## src/rtl/fetch_pkg.sv

```systemverilog
// Shared types and defaults for the instruction fetch unit.
//   - state_t  : fetch FSM states (2-bit encoding)
//   - if_id_t  : IF/ID payload {instr, pc_plus4}
//   - defaults : address/data widths, PC increment, NOP encoding
package fetch_pkg;

    localparam int ADDR_W = 32;
    localparam int DATA_W = 32;

    localparam logic [ADDR_W-1:0] DEFAULT_PC_INC    = 32'd4;
    localparam logic [DATA_W-1:0] DEFAULT_NOP_INSTR = 32'h0000_0000;

    typedef enum logic [1:0] {
        ST_ISSUE = 2'd0,
        ST_WAIT  = 2'd1,
        ST_DROP  = 2'd2
    } state_t;

    typedef struct packed {
        logic [DATA_W-1:0] instr;
        logic [ADDR_W-1:0] pc_plus4;
    } if_id_t;

endpackage

```

## src/rtl/if_id_skid_buffer.sv

```systemverilog
// One-entry skid buffer in front of the IF/ID pipeline register.
//   clk, reset   : clock, synchronous active-high reset
//   load         : a fetch response is accepted this cycle
//   load_data    : payload of that response
//   stall        : ID hazard, hold IF/ID (a response is parked in the buffer)
//   flush        : squash IF/ID and the buffer
//   if_id        : IF/ID payload
//   if_id_valid  : IF/ID payload valid
//   skid_full    : buffer holds a parked response
module if_id_skid_buffer
    import fetch_pkg::*;
#(
    parameter logic [DATA_W-1:0] NOP = DEFAULT_NOP_INSTR
) (
    input  logic   clk,
    input  logic   reset,
    input  logic   load,
    input  if_id_t load_data,
    input  logic   stall,
    input  logic   flush,
    output if_id_t if_id,
    output logic   if_id_valid,
    output logic   skid_full
);

    if_id_t skid_data;

    // NOTE: sequential state is assigned with <= so every register samples
    // the pre-edge values, independent of statement order.
    always_ff @(posedge clk) begin
        if (reset) begin
            if_id_valid    <= 1'b0;
            if_id.instr    <= NOP;
            if_id.pc_plus4 <= '0;
            skid_full      <= 1'b0;
        end else if (flush) begin
            if_id_valid <= 1'b0;
            if_id.instr <= NOP;
            skid_full   <= 1'b0;
        end else if (stall) begin
            // IF/ID holds; a response arriving now is parked.
            if (load) skid_full <= 1'b1;
        end else if (skid_full) begin
            // Drain: the FSM never accepts a response while the buffer is full.
            if_id       <= skid_data;
            if_id_valid <= 1'b1;
            skid_full   <= 1'b0;
        end else if (load) begin
            if_id       <= load_data;
            if_id_valid <= 1'b1;
        end else begin
            if_id_valid <= 1'b0;
            if_id.instr <= NOP;
        end
    end

    // NOTE: the payload is deliberately not reset; skid_full qualifies it,
    // so its power-up contents are never observed.
    always_ff @(posedge clk) begin
        if (!reset && !flush && stall && load) skid_data <= load_data;
    end

endmodule

```

## src/rtl/instruction_fetch_unit.sv

```systemverilog
// Instruction fetch unit: issues fetches for PCResult over a req/ready
// memory port, loads IF/ID through a one-entry skid buffer, and tells the
// ProgramCounter when to advance.
//   Clk, Reset          : clock, synchronous active-high reset
//   PCResult            : current PC
//   PC_Write            : PC load enable (combinational)
//   IMemReq, IMemAddr   : registered memory request, address stable while Req=1
//   IMemReady, IMemData : response strobe and instruction
//   Stall, Flush        : ID hazard hold, branch-taken squash
//   IF_ID_*             : IF/ID pipeline register
module instruction_fetch_unit
    import fetch_pkg::*;
#(
    parameter logic [ADDR_W-1:0] PC_INC    = DEFAULT_PC_INC,
    parameter logic [DATA_W-1:0] NOP_INSTR = DEFAULT_NOP_INSTR
) (
    input  logic              Clk,
    input  logic              Reset,
    input  logic [ADDR_W-1:0] PCResult,
    output logic              PC_Write,
    output logic              IMemReq,
    output logic [ADDR_W-1:0] IMemAddr,
    input  logic              IMemReady,
    input  logic [DATA_W-1:0] IMemData,
    input  logic              Stall,
    input  logic              Flush,
    output logic [DATA_W-1:0] IF_ID_Instruction,
    output logic [ADDR_W-1:0] IF_ID_PCPlus4,
    output logic              IF_ID_Valid
);

    state_t state;
    logic   accept;
    logic   skid_full;
    logic   can_issue;
    if_id_t resp;
    if_id_t if_id;

    // A fetch is consumed only in WAIT without a flush; DROP discards.
    assign accept    = (state == ST_WAIT) && IMemReady && !Flush;
    assign PC_Write  = accept || Flush;
    // The buffer counts as empty when it is draining this very cycle.
    assign can_issue = (!skid_full || !Stall) && !Flush;

    // PC+4 comes from the latched request address; wraps silently.
    assign resp.instr    = IMemData;
    assign resp.pc_plus4 = IMemAddr + PC_INC;

    always_ff @(posedge Clk) begin
        if (Reset) begin
            state    <= ST_ISSUE;
            IMemReq  <= 1'b0;
            IMemAddr <= '0;
        end else begin
            case (state)
                ST_ISSUE: begin
                    if (can_issue) begin
                        IMemReq  <= 1'b1;
                        IMemAddr <= PCResult;
                        state    <= ST_WAIT;
                    end
                end
                ST_WAIT: begin
                    if (IMemReady) begin
                        IMemReq <= 1'b0;
                        state   <= ST_ISSUE;
                    end else if (Flush) begin
                        state <= ST_DROP;
                    end
                end
                ST_DROP: begin
                    if (IMemReady) begin
                        IMemReq <= 1'b0;
                        state   <= ST_ISSUE;
                    end
                end
                default: begin
                    IMemReq <= 1'b0;
                    state   <= ST_ISSUE;
                end
            endcase
        end
    end

    if_id_skid_buffer #(
        .NOP(NOP_INSTR)
    ) u_skid (
        .clk        (Clk),
        .reset      (Reset),
        .load       (accept),
        .load_data  (resp),
        .stall      (Stall),
        .flush      (Flush),
        .if_id      (if_id),
        .if_id_valid(IF_ID_Valid),
        .skid_full  (skid_full)
    );

    assign IF_ID_Instruction = if_id.instr;
    assign IF_ID_PCPlus4     = if_id.pc_plus4;

endmodule
```

## config.mk

```make
export PLATFORM = sky130hd
export DESIGN_NAME = instruction_fetch_unit
export DESIGN_NICKNAME = d
export VERILOG_FILES = /design/src/rtl/fetch_pkg.sv /design/src/rtl/if_id_skid_buffer.sv /design/src/rtl/instruction_fetch_unit.sv
export SDC_FILE = /design/constraint.sdc
export NUM_CORES = 1
export LEC_CHECK = 0
export ABC_AREA = 0
export BUFFER_PORTS_ARGS = -buffer_cell sky130_fd_sc_hd__buf_4
export CAP_MARGIN = 0
export CORE_MARGIN = 2
export CORE_UTILIZATION = 50
export CTS_BUF_LIST = sky130_fd_sc_hd__clkbuf_8
export DETAILED_ROUTE_END_ITERATION = 16
export GPL_TIMING_DRIVEN = 0
export HOLD_SLACK_MARGIN = 0.06
export PLACE_DENSITY_LB_ADDON = 0.08
export SYNTH_ARGS = -nofsm -noshare
export SYNTH_HDL_FRONTEND = slang
export SYNTH_HIERARCHICAL = 1
export SYNTH_SLANG_ARGS = --single-unit
```

## constraint.sdc

```tcl
create_clock -name Clk -period 2.6 [get_ports Clk]
set_input_delay 0.39 -clock Clk [delete_from_list [all_inputs] [get_ports Clk]]
set_output_delay 0.39 -clock Clk [all_outputs]
set_load 0.1 [all_outputs]
```

==> out/metrics.cfg, run 1 <==
[outcome]
status=completed

[placement]
io_buffer_count=166
placed_cell_area_sq_um=8460
dp_hpwl_mm=12.2
gp_congestion=0.860

[clocking]
numClockSinks=165
cts_tree=built
numCtsBuffers=17
clock_latency_ns=0.46
ctsHoldBuffers=0
ctsResizeCount=0
post_cts_buffers=0
cts.clk_slew.worst_paths_ns=0.08
root_buffer=clkbuf_8
cts_buffer_depth=2
htree_levels=4

[final_layout]
syn_to_final_growth_pct=25.5
final_area_sq_um=8760
final_layout_size_suffix_gt1_share_pct=30.5
antenna_cells=0
nets=886

[floorplan]
dieHeight_um=122
die_w_um=122
coreArea_sq_um=13800
initial_core_util_pct=50.7
ios=168
rows=43
die_area_sq_um=14900

[yosys]
synth.distinct_cells=36
synthFlopType=dfxtp_1
synth_fp_nets=701
ys.warnings.count=6
synth_seq_cells=165
syn_inst=628
seq_area_frac_synth_pct=56.5
synth_edf_count=64
syn-mean-instance-area_sq_um=11.1
synth_area_sq_um=6980
async_reset_ff_share_pct=0

[sta]
post-route-period-util_pct=80.3
skew_ns=0.0118
final-setup-viol-count=0
rsz0062_at_grt=false
slew_headroom_pct=39.0
hold_viol_final=0
worst_slew_pin_slew_ns=0.915
max_freq_mhz=479
period_needed_ns=2.09
finalMaxSlewViolations=0

[global_route]
antenna_found_initial=0
overflow=0
grt_usage_pct=23.2
grt_pass1_wl_mm=26.6
grt_max_degree=65
grt_pass1_vias=5232

[pwr]
swShare_pct=31.0
p_seq_share_pct=53.2
clock_power_share_pct=27.7
finalPower_mw=5.31
ir_drop_mv=0.317
cellLeakagePower_nw=3.37
pwr-share-comb_pct=19.1
power.density_nw_per_um2=606
internal_power_mw=3.66
p_sw_mw=1.65

[setup_path]
critPathMaxFanout=8
cp_data_required_time_ns=2.98
cp-start-kind=flip-flop
path_class=reg2reg
worstSetupEndpointType=flip-flop
r2r-start=IMemAddr[11]
ff2ff_path_depth=5
worstPathArrival_ns=2.46
r2r_end=u_skid/if_id[26]
r2r_slack_ns=0.51

[drt]
via_per_inst=5.40
drc=0
drtAntennaViolNets=0
wl_per_cell_um=16.9
drt-initial-drc-count=337
routed_wirelength_mm=17.0
vias=5434
detail_route.first_pass.iterations=5

[worst_hold_path]
min_to=u_skid/skid_data[40]
min_delay_path_depth=1
hp-start=IMemData[8]
min-delay-path-class=in2reg

[job]
maxCapViolCount=0

## per-stage QoR
step	setup WS (ns)	cells	hold WS [ns]	utilization (%)	TNS, ns
finish	0.512	1006	0.122	63.6	0
global route	0.339	1006	0.0827	63.6	0
CTS	0.527	1006	0.0878	63.6	0
detailed placement	0.110	974	0.476	61.4	0
global placement	-0.286	974	0.474	61.4	-18.12
floorplan	0.0958	628	0.452	-	0
## registers in the layout, summed over array words and instances (netlist names)
register	count
IMemReq	1
u_skid/skid_data	64
u_skid/if_id_valid	1
u_skid/skid_full	1
u_skid/if_id	64
IMemAddr	32
state	2
## kinds of logic after synthesis
kind of cell | count (synthesis) | synth area share, %
XOR/XNOR | 28 | 3.51
flip-flops | 165 | 56.5
AND/OR/NAND/NOR | 202 | 15.6
adder cells (fa/ha/maj) | 4 | 0.717
buffers and inverters | 60 | 4.14
multiplexers | 33 | 4.73
AO/OA/AOI/OAI | 136 | 14.8
## cell usage after synthesis, types with 2 or more instances
master	instances	area, sq um
clkbuf_1	28	105
o21ai_0	2	10.0
xor2_1	18	158
nor2b_1	35	219
dfxtp_1	101	2020
and3_1	2	12.5
a21oi_1	69	345
edfxtp_1	64	1920
a211oi_2	30	375
and4_1	5	43.8
nor4_2	7	87.6
xnor2_1	10	87.6
or2_1	2	12.5
mux2i_1	33	330
inv_1	8	30.0
a221oi_1	32	280
a211oi_1	2	15.0
nor2_1	11	41.3
nand2_1	78	293
buf_2	15	75.1
nand4_1	5	31.3
and2_1	3	18.8
buf_6	4	45.0
buf_4	4	30.0
ha_1	4	50.1
nand3_1	6	30.0
nor3_1	40	200
nand4_4	2	42.5
## cells in the final DEF, fill, tap and decap left out, types with 6 or more instances in the layout
cell type | netlist | final
nand2_1 | 78 | 78
nor2_1 | 11 | 11
a221oi_1 | 32 | 32
buf_4 | 4 | 170
nor2b_1 | 35 | 35
clkbuf_8 | 0 | 18
xnor2_1 | 10 | 10
a211oi_2 | 30 | 30
mux2i_1 | 33 | 33
buf_2 | 15 | 15
a21oi_1 | 69 | 69
xor2_1 | 18 | 18
clkbuf_1 | 28 | 28
edfxtp_1 | 64 | 64
inv_1 | 8 | 21
nand3_1 | 6 | 6
nor4_2 | 7 | 7
nor3_1 | 40 | 40
dfxtp_1 | 101 | 101
## layer usage
layer / global-route usage (%) / part of all wire [%]
met1: 29.7 / 44
met2: 38.0 / 48
met3: 5.71 / 6.1
met4: 9.05 / 1.9
met5: 0 / 0
## worst max-delay path by stage
stage | startpoint | to | slack, ns | cells past startpoint
floorplan | IMemAddr[15] | u_skid/if_id[26] | 0.1 | 6
global placement | Stall | u_skid/skid_data[18] | -0.29 | 4
global route | state[1] | u_skid/if_id[16] | 0.34 | 9
finish | IMemAddr[11] | u_skid/if_id[26] | 0.51 | 5
detailed placement | Stall | u_skid/skid_data[15] | 0.11 | 4
CTS | state[1] | u_skid/skid_data[16] | 0.53 | 5
## power by group through the flow
stage,Clock [mW],Sequential (mW),Combinational [mW]
after floorplan,0,3.30,0.312
after global placement,0,2.88,0.994
after detailed placement,0,2.88,1.01
after CTS,1.52,2.83,1.02
after global routing,1.61,2.84,1.07
final,1.47,2.83,1.01
## cell type report
| class | count | area [sq um] |
|---|---|---|
| inverter | 8 | 30.0 |
| tap | 180 | 225 |
| clock inverter | 14 | 53.8 |
| buffer | 52 | 259 |
| clock buffer | 18 | 248 |
| sequential | 165 | 3940 |
| timing repair buffer | 166 | 1250 |
| multi-input combinational | 403 | 2760 |
| fill | 1205 | 5010 |
## critical path, cell delays in order, from the launching register on
cell,delay [ns]
dfxtp_1,0.48
nand4_1,0.50
nor4_2,0.41
xor2_1,0.25
mux2i_1,0.15
a211oi_2,0.22
Note: power is estimated with default switching activity, not from simulation.
==> run 2: changes to the inputs <==
- ABC_AREA: 0 -> 1
- clock period: 2.6 -> 2 ns (I/O delays scaled with it)
==> run 2 against run 1 <==
  * Setup slack got worse by 0.33 ns
  * Cell area rose by 10%
  * Combinational power rose by 71%
  * Count of clock-buffer cells in the layout fell by 1
  * Non-clock buffer count rose by 30
  * Wire length rose by 9.0%
  * First-iteration DRC count rose by 28%
  * Synthesized area rose by 3.0%
  * Largest cell class unchanged
==> out/metrics.cfg, run 2 <==
[setup_path]
cp_data_required_time_ns=2.39
worstSetupEndpointType=flip-flop
critPathMaxFanout=5
path_cells=ha_1, nand2_1, nor2_1, nand2_2, nor2_2, xor2_2, nand2_1, nand2_1, nor2_1, nor2_1
slowest_delay_ns=0.36
worstPathArrival_ns=2.21
critPathSlowestCell=dfxtp_2
cp-start-kind=flip-flop
path_class=reg2reg
r2r-start=IMemAddr[3]
r2r_end=u_skid/if_id[14]
r2r_slack_ns=0.18
ff2ff_path_depth=10

[clocking]
htree_levels=4
cts.clk_slew.worst_paths_ns=0.09
cts_tree=built
root_buffer=clkbuf_8
clock_latency_ns=0.46
numCtsBuffers=17
numClockSinks=165
cts_buffer_depth=2

[final_layout]
nets=1201
top_regs=u_skid/if_id (64), u_skid/skid_data (64), IMemAddr (32)
syn_to_final_growth_pct=34.2
final_layout_size_suffix_gt1_share_pct=24.3
final_common_cell=nand2_1
fin_cells=1321
nFillCells=1213
antenna_cells=0
final_cell_mix=nand2_1, buf_4, nor2_1
final_util_pct=69.0

[sta]
final-setup-viol-count=0
timing.hold.ws_ns=0.0888
finalMaxSlewViolations=0
skew_ns=0.00812
rsz0062_at_grt=true
worst_slew_pin_slew_ns=0.522
post-route-period-util_pct=91.1
slew_headroom_pct=65.2
period_needed_ns=1.82
tns_ns=0
hold_viol_final=0
max_freq_mhz=549

[placement]
io_buffer_count=167
dp_cells=1253
gp_congestion=0.935
dp_hpwl_mm=13.4

[drt]
drt-initial-drc-count=431
routed_wirelength_mm=18.5
vias=6436
drc=0
drtAntennaViolNets=0
wl_per_cell_um=14.0
detail_route.first_pass.iterations=5
via_per_inst=4.87

[pwr]
power.density_nw_per_um2=860
ir_drop_mv=0.502
finalPower_mw=8.31
cellLeakagePower_nw=4.41

[global_route]
grt_usage_pct=24.9
grt_pass1_vias=5997
grt_max_degree=31
overflow=0
grt_pass1_wl_mm=29.4
antenna_found_initial=0

[floorplan]
coreArea_sq_um=14000
dieHeight_um=124
rows=43
die_w_um=124
die_area_sq_um=15400
initial_core_util_pct=51.4
ios=168

[worst_hold_path]
min-delay-path-class=in2reg
min_delay_path_depth=3
hp-start=PCResult[16]
min_to=IMemAddr[16]

[yosys]
yosys.area_share.simple_pct=25.1
seq_area_frac_synth_pct=54.8
synth_fp_nets=977
synth_top_cell_by_area=dfxtp_1
synth_top_family_by_area=simple AND/OR/NAND/NOR gates
synthFlopType=dfxtp_1
synth.distinct_cells=27
synth-compound-area-share_pct=10.6
synth_top_area_share_pct=28.1
synth_mux_area_share_pct=0
syn-mean-instance-area_sq_um=7.96
synth_seq_cells=165
synth_fa_ha_area_share_pct=0.696
synth.most_common_cell=nand2_1
synth_area_sq_um=7200
ys.warnings.count=6
yosys-top-cells-count=nand2_1, nor2_1, dfxtp_1, a21oi_1, inv_1
synth_edf_count=64
syn_inst=904
async_reset_ff_share_pct=0
synthXorXnorAreaFrac_pct=1.93
synthTopCellsByArea=dfxtp_1, edfxtp_1, nand2_1

[outcome]
status=completed

[job]
maxCapViolCount=0

[run 2: cell count changes after synthesis, sizes merged, moves of 10 or more]
| cell | previous run | this run |
|---|---|---|
| xnor2 | 10 | 0 |
| a21oi | 69 | 99 |
| nor3 | 40 | 1 |
| a211oi | 32 | 0 |
| inv | 8 | 73 |
| nor2 | 11 | 113 |
| nand3 | 7 | 18 |
| a221oi | 32 | 0 |
| nand2 | 78 | 318 |
| nor2b | 35 | 0 |
| mux2i | 33 | 0 |
| o21ai | 2 | 53 |
[run 2: per-layer routing]
metal	track usage [%]	share of wire [%]
met5	0	0
met1	35.5	48
met3	5.13	5.8
met2	38.3	44
met4	8.08	1.7
[run 2: logic make-up after synthesis]
kind of cell | after synthesis
AND/OR/NAND/NOR | 452
buffers and inverters | 116
XOR/XNOR | 15
AO/OA/AOI/OAI | 152
adder cells (fa/ha/maj) | 4
flip-flops | 165
[run 2: area by class of cell]
cell class                 count  area (sq um)  share of cell area [%]
sequential                   165          3970                    41.1
multi-input combinational    623          2810                    29.0
timing repair buffer         205          1680                    17.4
inverter                      73           274                    2.84
clock inverter                15           236                    2.45
clock buffer                  17           234                    2.42
buffer                        43           228                    2.36
tap                          180           225                    2.33
[run 2: stage by stage]
step / cell area [sq um] / setup WS (ns)
2_1_floorplan: 7260 / -0.150
3_3_place_gp: 8740 / -1.05
6_report: 9660 / 0.179
4_1_cts: 9600 / 0.0335
5_1_grt: 9660 / -0.00803
3_5_place_dp: 8780 / -0.304
[run 2: repair_timing]
action / in CTS / in global routing
resized for setup: 0 / 4
setup endpoints to repair: 0 / 54
hold buffers: 34 / 0
buffers inserted: 0 / 2
hold endpoints to repair: 34 / 0
[run 2: critical path, delay by kind of cell, from the launching register on]
kind | cells | cell delay [ns]
and+or+nand+nor | 8 | 0.97
DFF | 1 | 0.36
xor gates and xnor gates | 1 | 0.22
adders and majority gates | 1 | 0.21
[run 2: how the worst max path moves through the flow]
stage | start | endpoint | slack (ns) | cells after the start
2_1_floorplan | state[1] | u_skid/skid_data[0] | -0.15 | 6
3_3_place_gp | Reset | u_skid/skid_data[3] | -1.05 | 5
3_5_place_dp | Reset | u_skid/skid_data[4] | -0.30 | 6
4_1_cts | state[1] | u_skid/skid_data[7] | 0.03 | 7
5_1_grt | IMemAddr[3] | u_skid/if_id[20] | -0.008 | 12
6_report | IMemAddr[3] | u_skid/if_id[14] | 0.18 | 10
[run 2: power by group]
group | switching [mW] | total, mW | internal (mW)
Combinational | 1.28 | 1.73 | 0.454
Sequential | 0.130 | 3.76 | 3.63
Clock | 1.22 | 2.82 | 1.60
Total | 2.63 | 8.31 | 5.68
==> run 3: changes to the inputs <==
- SYNTH_HIERARCHICAL: 1 -> default
- clock period: 2 -> 1.55 ns (I/O delays scaled with it)
==> run 3 against run 2 <==
  * The run now ends with setup timing left
  * Core utilization is 4.0 points higher
  * Die area down 1.2%
  * Via count up 0.71%
  * Non-clock buffer count is 36 higher
  * Cell area up 5.0%
==> out/metrics.cfg, run 3 <==
[final_layout]
fin_cells=1249
nets=1129
final_cell_mix=buf_4, nand2_1, a21oi_1
final_layout_size_suffix_gt1_share_pct=32.6
final_util_pct=73.1
multi_input_area_sq_um=3000
final_common_cell=buf_4
seq_area_sq_um=4040
syn_to_final_growth_pct=42.8
nFillCells=1077
top_regs=u_skid.if_id (64), u_skid.skid_data (64), IMemAddr (32)
antenna_cells=0

[setup_path]
ff2ff_path_depth=7
r2r_slack_ns=0
r2r_end=u_skid.skid_data[24]
path_class=reg2out
worstSetupEndpointType=output port
cp-start-kind=flip-flop
critPathMaxFanout=4
cp_data_required_time_ns=1.32
worstPathArrival_ns=1.35
r2r-start=IMemAddr[2]

[drt]
drtAntennaViolNets=0
detail_route.first_pass.iterations=7
routed_wirelength_mm=20.1
wl_per_cell_um=16.1
drt-initial-drc-count=507
via_per_inst=5.19
vias=6482
drc=0

[sta]
worst_slew_pin_slew_ns=0.619
max_freq_mhz=633
post-route-period-util_pct=102
slew_headroom_pct=58.7
period_needed_ns=1.58
finalMaxSlewViolations=0
hold_viol_final=0
tns_ns=-0.0298
rsz0062_at_grt=true
finalWorstSetupSlack_ns=-0.0298
skew_ns=0.0101
final-setup-viol-count=1

[global_route]
overflow=0
grt_pass1_wl_mm=31.2
antenna_found_initial=0
grt_max_degree=25
grt_usage_pct=26.6
grt_pass1_vias=6241

[yosys]
synth_top_area_share_pct=28.5
synth_top_cell_by_area=dfxtp_1
ys.warnings.count=0
synth_edf_count=64
synthFlopType=dfxtp_1
synth_fp_nets=872
synth_area_sq_um=7110
synth.distinct_cells=33
syn-mean-instance-area_sq_um=8.89
yosys-top-cells-count=nand2_1, a21oi_1, dfxtp_1, o21ai_0, edfxtp_1
synth_seq_cells=165
async_reset_ff_share_pct=0
synthTopCellsByArea=dfxtp_1, edfxtp_1, a21oi_1
seq_area_frac_synth_pct=55.5
synth.most_common_cell=nand2_1
syn_inst=799

[outcome]
status=finished, violations left
violations=setup timing

[clocking]
cts_tree=built
numCtsBuffers=17
root_buffer=clkbuf_8
htree_levels=4
cts.clk_slew.worst_paths_ns=0.08
numClockSinks=165
cts_buffer_depth=2
clock_latency_ns=0.46

[worst_hold_path]
min-delay-path-class=in2reg
min_delay_path_depth=3
min_to=IMemAddr[17]
hp-start=PCResult[17]

[pwr]
ir_drop_mv=0.656
cellLeakagePower_nw=4.32
finalPower_mw=10.8
power.density_nw_per_um2=1060

[floorplan]
die_w_um=123
initial_core_util_pct=51.2
die_area_sq_um=15200
ios=168
coreArea_sq_um=13900
rows=43
dieHeight_um=123

[placement]
io_buffer_count=166
dp_cells=1147
gp_congestion=0.896
dp_hpwl_mm=13.9

[job]
maxCapViolCount=0

run 3: changes by cell type after synthesis, moves of 6 or more:
cell	before	now
o21ai_0	44	70
a31oi_1	0	6
o21ai_1	9	0
a21oi_1	99	131
clkbuf_1	18	30
nand2_1	314	170
nand3_1	17	53
nor2_1	103	30
buf_2	16	9
xor2_1	14	8
xor2_2	1	7
inv_1	72	54
a21boi_1	0	17
run 3: timing repair:
item	CTS	global route
hold buffers	58	0
resized for setup	36	45
endpoints found under the hold margin	91	0
buffers inserted	8	4
pin swaps	4	12
endpoints found under the setup margin	168	112
gates cloned	1	0
run 3: worst max path at each step:
stage,start,to,slack [ns],cells past startpoint
after detailed placement,Reset,u_skid.skid_data[3],-0.65,7
after floorplan,Reset,u_skid.skid_data[0],-0.40,4
final,state[1],PC_Write,-0.03,5
after global placement,Reset,u_skid.skid_data[3],-1.13,5
after global routing,state[1],PC_Write,-0.08,5
after CTS,state[1],PC_Write,-0.04,5
run 3: cell families (layout without fill, tap and decap cells):
| family | count (synthesis) | in the layout | share of synthesized area (%) |
|---|---|---|---|
| and+or+nand+nor | 283 | 284 | 18.5 |
| AOI/OAI and AO/OA | 229 | 229 | 17.0 |
| DFF | 165 | 165 | 55.5 |
| buffers and inverters | 103 | 372 | 5.72 |
| xor gates and xnor gates | 15 | 15 | 2.59 |
| adders and majority gates | 4 | 4 | 0.704 |
run 3: report_power, final:
group,switching [mW],internal [mW]
clock network,1.61,1.74
registers,0.213,4.72
logic,1.81,0.711
run 3: final cells by class:
cell class	count	area share, %
sequential	165	39.8
inverter	56	2.15
clock buffer	17	2.31
buffer	47	2.66
clock inverter	15	1.86
multi-input combinational	532	29.6
timing repair buffer	237	19.4
tap	180	2.22
run 3: worst max-delay path: stages, from the launching register on:
cell,delay (ns)
dfxtp_2,0.35
inv_2,0.05
ha_4,0.17
nand2_4,0.10
nand2_4,0.06
buf_12,0.16
run 3: routing by layer:
layer	GRT usage (%)	part of all wire, %	up-vias
met1	34.5	43	2997
li1	-	-	3213
met3	5.35	6.3	31
met5	0	0	-
met2	44.3	49	241
met4	9.30	2.2	0
run 3: per-stage QoR:
stage | setup WS (ns) | area, sq um | hold WS (ns)
after floorplan | -0.402 | 7310 | 0.294
after global placement | -1.13 | 8780 | 0.423
after detailed placement | -0.648 | 8840 | 0.423
after CTS | -0.0433 | 10000 | 0.0624
after global routing | -0.0805 | 10100 | 0.0689
final | -0.0298 | 10100 | 0.0720
